$ cat src/rtl/debug_host_link.sv
// Host-side debug link: sends one command byte over the UART tx queue, then
// assembles the returned datapath snapshot and flags completion or an inter-byte timeout.
module debug_host_link #(
  parameter int         SNAP_BYTES     = 172,
  parameter int         CNT_W          = 8,
  parameter int         TIMEOUT_CYCLES = 1000000,
  parameter logic [7:0] CMD_CONT       = 8'h02
) (
  input  logic                    clk,
  input  logic                    reset,
  input  logic                    cmd_start,
  input  logic                    cmd_step,
  input  logic                    tx_full,
  output logic                    tx_write,
  output logic [7:0]              tx_bus,
  input  logic                    rx_rdy,
  input  logic [7:0]              rx_bus,
  output logic [SNAP_BYTES*8-1:0] snapshot,
  output logic                    snapshot_valid,
  output logic                    timeout_err,
  output logic                    busy,
  output logic [CNT_W-1:0]        byte_count
);

  localparam int               TMO_W     = (TIMEOUT_CYCLES > 1) ? $clog2(TIMEOUT_CYCLES + 1) : 1;
  localparam logic [TMO_W-1:0] TMO_LIMIT = TMO_W'(TIMEOUT_CYCLES);
  localparam logic [CNT_W-1:0] LAST_IDX  = CNT_W'(SNAP_BYTES - 1);
  localparam logic [7:0]       CMD_STEP  = 8'h01;

  typedef enum logic [2:0] {IDLE, SEND_CMD, RECV, DONE, ABORT} state_t;

  state_t           state_q, state_d;
  logic [7:0]       cmd_q, cmd_d;
  logic [TMO_W-1:0] tmo_q, tmo_d;
  logic [CNT_W-1:0] count_d;
  logic [7:0]       tx_bus_d;
  logic             tx_write_d, valid_d, terr_d, store_en;

  always_comb begin
    state_d    = state_q;
    cmd_d      = cmd_q;
    tmo_d      = tmo_q;
    count_d    = byte_count;
    tx_bus_d   = tx_bus;
    tx_write_d = 1'b0;
    valid_d    = 1'b0;
    terr_d     = 1'b0;
    store_en   = 1'b0;
    case (state_q)
      IDLE: begin
        if (cmd_start) begin
          cmd_d   = cmd_step ? CMD_STEP : CMD_CONT;
          count_d = '0;
          tmo_d   = '0;
          state_d = SEND_CMD;
        end
      end
      SEND_CMD: begin
        if (!tx_full) begin
          tx_write_d = 1'b1;
          tx_bus_d   = cmd_q;
          tmo_d      = '0;
          state_d    = RECV;
        end
      end
      RECV: begin
        // A byte arriving on the limit cycle takes priority over the timeout.
        if (rx_rdy) begin
          store_en = 1'b1;
          count_d  = byte_count + 1'b1;
          tmo_d    = '0;
          if (byte_count == LAST_IDX) begin
            valid_d = 1'b1;
            state_d = DONE;
          end
        end else if (TIMEOUT_CYCLES != 0) begin
          tmo_d = tmo_q + 1'b1;
          if (tmo_d == TMO_LIMIT) begin
            terr_d  = 1'b1;
            state_d = ABORT;
          end
        end
      end
      DONE:    state_d = IDLE;
      ABORT:   state_d = IDLE;
      default: state_d = IDLE;
    endcase
  end

  always_ff @(posedge clk or posedge reset) begin
    if (reset) begin
      state_q        <= IDLE;
      cmd_q          <= '0;
      tmo_q          <= '0;
      byte_count     <= '0;
      tx_write       <= 1'b0;
      tx_bus         <= '0;
      snapshot_valid <= 1'b0;
      timeout_err    <= 1'b0;
      busy           <= 1'b0;
      snapshot       <= '0;
    end else begin
      state_q        <= state_d;
      cmd_q          <= cmd_d;
      tmo_q          <= tmo_d;
      byte_count     <= count_d;
      tx_write       <= tx_write_d;
      tx_bus         <= tx_bus_d;
      snapshot_valid <= valid_d;
      timeout_err    <= terr_d;
      busy           <= (state_d != IDLE);
      if (store_en) snapshot[{byte_count, 3'b000} +: 8] <= rx_bus;
    end
  end

endmodule

$ cat config.mk
export PLATFORM = sky130hd
export DESIGN_NAME = debug_host_link
export DESIGN_NICKNAME = d
export VERILOG_FILES = /design/src/rtl/debug_host_link.sv
export SDC_FILE = /design/constraint.sdc
export NUM_CORES = 2
export LEC_CHECK = 0
export ABC_AREA = 0
export ABC_CLOCK_PERIOD_IN_PS = 65800
export CELL_PAD_IN_SITES_DETAIL_PLACEMENT = 1
export CELL_PAD_IN_SITES_GLOBAL_PLACEMENT = 2
export CORE_AREA = 2 2 546 548
export CTS_CLUSTER_DIAMETER = 100
export DETAILED_ROUTE_END_ITERATION = 7
export DIE_AREA = 0 0 548 550
export PLACE_DENSITY = 0.53
export SLEW_MARGIN = 20
export SYNTH_ARGS = -nofsm -noshare
export SYNTH_HDL_FRONTEND = slang
export SYNTH_SLANG_ARGS = --single-unit
$ cat constraint.sdc
create_clock -name clk -period 65.8 [get_ports clk]
set_input_delay 9.87 -clock clk [delete_from_list [all_inputs] [get_ports clk]]
set_output_delay 9.87 -clock clk [all_outputs]
set_load 0.01 [all_outputs]
After elaboration in Yosys (flattened, before gate mapping)
Cells that the tools add are included.
Widths: inputs -> output; s select.
Storage, ports and cells
  register bits: 1427
  output and inout bits: 1396
  word-level logic and storage cells: 56
Operators by class
  add/subtract/negate cells: 3
  equal/unequal tests: 7
  shift operators: 2
  muxes and demuxes: 25
  bitwise operators: 1
  reductions and logical operators: 8
Operators by type and width (count)
  $bwmux 1376: 1
  $shift 8x13->1376 const A: 1
  $shiftx 8x13->1376: 1
  $mux 20: 3
  $pmux 20 s3: 1
  $add 20x1->20 const B: 1
  $eq 20x20->1 const B: 1
  $mux 8: 2
  $pmux 8 s2: 1
  $mux 3: 5
  $neg 11->13: 1
  $mux 1: 10
  $pmux 3 s3: 1
  $add 8x1->8 const B: 1
  $eq 8x8->1 const B: 1
  $ne 2x2->1 const B: 3
  $reduce_and 3->1: 2
  $reduce_bool 3->1: 2
  $reduce_and 2->1: 2
  $eq 3x1->1 const B: 1
  $eq 3x2->1 const B: 1
  $logic_not 3->1: 1
  $mux 2: 1
  $reduce_bool 2->1: 1
  $not 1->1: 1

Logic depth before layout (Yosys ltp)
  depth in word-level cells: 6
  mapped depth: 15
  mapped depth without buffers: 8

Worst setup path after synthesis
OpenSTA, ideal clock, no wires.
  kind: in2reg
  start point: input rx_rdy
  end point: register snapshot[1032]
  library setup time: 0.125 ns
  data arrival time: 11.840 ns
  required time: 65.675 ns
  path slack: 53.836 ns
  stages on the path: 6
  buffers on the path: 1
  cell sequence: nor4bb_1 > clkbuf_1 > o2111a_1 > nand2_1 > nor2_1 > mux2_2
On the way
  cells in the longest elaborated chain, start to end: 2
RTL lines
  start, declared: line 16  | input logic rx_rdy,
  $mux 1: line 68  | if (rx_rdy) begin
  $mux 1: line 49  | case (state_q)
  end signal, assigned by index: line 112  | if (store_en) snapshot[{byte_count, 3'b000} +: 8] <= rx_bus;
  end, declared: line 18  | output logic [SNAP_BYTES*8-1:0] snapshot,
No other way between the ends.
A chain may end at the register's enable or synchronous reset.

==> metrics.md <==
| Metric | Value |
|---|---|
| Outcome | `finished clean` |
| Clk_skew | `between 0.04 and 0.05 ns` |
| Tcrit/Tclk final | `about a fifth` |
| Net Sw Frac | `34.9%` |
| TritonCTS Buffers | `~180` |
| DRT Wirelength | `298,000 um` |
| Post-CTS setup repair buffer count | `0` |
| Library cells used by synthesis | `73` |
| P_int | `0.00183 W` |
| EDFF count, synth | `0` |
| Critical Path RT | `66.64 ns` |
| Hold crit path type | `flop to flop` |
| Power per cell area | `34.3 nW/um2` |
| Fin. max-slew vios | `0` |
| Post-Synth Simple-Gate Area | `8.56%` |
| Ports | `1,410` |
| Adder-cell share of the synthesized area | `0.110%` |
| Worst-Margin Slew | `1.09 ns` |
| Synth Area per Inst | `roughly 14 um2` |
| Setup_tns | `0 ns` |
| 1st-pass router iterations | `6` |
| IO Port Bufs | `1,403` |
| Top Metal Used | `met5` |
| Post-synth ARST share | `100%` |
| RR Startpoint | `byte_count[0]$_DFFE_PP0P_` |
| Syn Std Cell Area | `about 57,000 um2` |
| 1st-iter DRT viols | `1,725` |
| Post-layout min period | `approximately 14 ns` |
| Clock Power Share | `36.7%` |
| Area occupied by multi-input gates | `20,700 um2` |
| Gr usage total | `19.2%` |
| Hold path start | `snapshot[189]$_DFFE_PP0P_` |
| Area fraction in compound gates after synthesis | `4.63%` |
| Nets | `5,644` |
| Routability Congestion | `0.775` |
| CP arrival | `14.50 ns` |
| Max FO, Critical Path | `124` |
| Die width | `548 um` |
| Most frequent cells in the layout | `1,414 x dfrtp_1, 1,395 x clkdlybuf4s50_1, 1,084 x mux2_2` |
| Area growth syn-to-layout | `44.5%` |
| F_max | `73.2 MHz` |
| Grt ovf | `0` |
| Final Hold Fails | `0` |
| Post-CTS Hold Fix Bufs | `0` |
| CTS tree | `built` |
| Global-route wire length before repair | `404,000 um` |
| Fin Hold WS | `0.475 ns` |
| Metal3 WL | `25,200 um` |
| DIE HEIGHT | `550 um` |
| Crit. Startpoint | `reset` |
| Logic gate share of total power | `27.4%` |
| Leakage | `roughly 36 nW` |
| Largest family of logic cells by synthesized area | `multiplexers` |
| Initial antenna violation count | `8` |
| Layout cells sized above 1 | `28.9%` |
| Number of global-route vias before repair | `about 45,000` |
| Switching power | `0.000985 W` |
| WL/cell | `30.7 um` |
| Dpl hpwl | `about 220,000 um` |
| Slew HR | `26.9%` |
| Max cap viols | `0` |
| Prevailing post-synth register cell | `dfrtp_1` |
| Met1 wire length | `121,000 um` |
| Cell count after synthesis | `approximately 4,200` |
| Sequential fraction of the synthesis area | `62.2%` |
| Core Rows | `200` |
| Ys Warns | `0` |
| Clk buf depth | `4` |
| Critical path class | `input pin to asynchronous set/reset pin` |
| Die area | `301,000 um2` |
| Max VDD drop | `roughly 0.000026 V` |
| Root cell of the clock tree | `clkbuf_16` |
| Vias per cell | `4.27` |
| Clock sink total | `1,415` |
| Initial core utilization | `between 15 and 20%` |
| Post_cts resized | `0` |
| Core ar. | `approximately 300,000 um2` |
| DR vias | `about 42,000` |
| Clock Pin Slew Worst Setup and Hold Paths | `0.06 ns` |
| RSZ-0062 raised after global routing | `no` |
| Yosys reg bits | `approximately 1,400` |
| Residual DRC | `0` |
| CP endpoint kind | `asynchronous set/reset pin` |
| Crit start category | `input pin` |
| Largest net degree at the start of global routing | `144` |
| Metal2 WL | `142,000 um` |
| Skew-Pair Late Insertion Delay | `around 0.85 ns` |
| Final setup violation count | `0` |
| H-tree Lvls | `4` |
| Fill cells | `32,100` |
| Register area | `35,400 um2` |
| Commonest non-fill, non-tap cell in the layout | `dfrtp_1` |
| Xor and xnor area share after synthesis | `0.261%` |
| Post-DRT Antenna Nets | `0` |
| Seq pwr share | `35.9%` |
| Post-synthesis mux area share | `21.9%` |
==> critical path, stage by stage <==
cell             delay (ns)
clkdlybuf4s50_1        0.49
inv_8                  0.38
buf_4                  0.73
buf_4                  0.58
buf_12                 0.49
buf_4                  0.73
buf_4                  0.78
==> flip-flops by register name, indices dropped and copies added, names as in the netlist, 2 cells and up <==
signal / count
tmo_q: 20
cmd_q: 2
snapshot: 1376
tx_bus: 2
state_q: 3
byte_count: 8
==> synthesized netlist by cell type (11+ instances only) <==
cell type	n	area (um2)
a21oi_1	19	95.1
and2_1	12	75.1
buf_1	12	45.0
buf_2	15	75.1
clkbuf_1	260	976
dfrtp_1	1415	35400
inv_1	38	143
mux2_2	1084	12200
nand2_1	356	1340
nand3_1	93	465
nand4_1	16	100
nor2_1	164	616
nor2_2	11	68.8
nor2_4	18	203
nor3_1	144	721
nor3_2	14	140
nor3_4	30	488
o211ai_1	13	97.6
o21ai_0	159	796
o31ai_1	72	541
o41ai_1	88	771
or3_1	15	93.8
==> metrics by stage <==
step           instance area (um2)  util (%)  worst slack [ns]  power (W)  instances
6_report                     82300      27.8             52.14    0.00282       9716
5_1_grt                      82300      27.8             51.54    0.00295       9708
4_1_cts                      82200      27.8             51.96    0.00288       9705
3_5_place_dp                 76100      25.8             51.01    0.00182       9380
3_3_place_gp                 76100      25.8             51.09    0.00182       9380
2_1_floorplan                57000         -             16.03    0.00133       4216
==> path summary, 6_finish.rpt <==
check | endpoint | slack (ns) | cells after the start
setup / recovery | snapshot[513]$_DFFE_PP0P_ | 52.14 | 7
hold / removal | snapshot[189]$_DFFE_PP0P_ | 0.48 | 2
setup reg to reg | snapshot[367]$_DFFE_PP0P_ | 60.59 | 8
hold reg to reg | snapshot[189]$_DFFE_PP0P_ | 0.48 | 2
max in group clk | snapshot[1308]$_DFFE_PP0P_ | 52.95 | 8
min in group asynchronous | snapshot[909]$_DFFE_PP0P_ | 9.51 | 2
==> layout make-up <==
type / instances / share of cell area [%]
sequential: 1415 / 43.0
antenna: 10 / 0.0304
multi-input combinational: 2462 / 25.1
timing repair buffer: 1527 / 18.2
inverter: 38 / 0.182
clock inverter: 48 / 0.791
tap: 3939 / 5.99
clock buffer: 277 / 6.64
==> power by group through the flow <==
stage / logic, W / registers [W] / clock network, W
after detailed placement: 0.000795 / 0.00103 / 0
after floorplan: 0.000271 / 0.00106 / 0
after global placement: 0.000792 / 0.00102 / 0
after global routing: 0.000820 / 0.00103 / 0.00110
final: 0.000771 / 0.00101 / 0.00103
after CTS: 0.000797 / 0.00101 / 0.00107
==> cell families (layout without fill, tap and decap cells) <==
family,count (synthesis),in the layout
adder cells (fa/ha/maj),5,5
other,1,16
AO/OA/AOI/OAI,394,394
XOR/XNOR,17,17
buffers and inverters,339,1890
multiplexers,1105,1105
AND/OR/NAND/NOR,935,935
flip-flops,1415,1415
==> layer usage <==
metal,GRT usage [%],up-vias
li1,-,17800
met1,22.9,22100
met2,32.1,1324
met3,7.10,331
met4,5.78,2
met5,0,-
No activity file was read; power rests on OpenSTA's default activity.
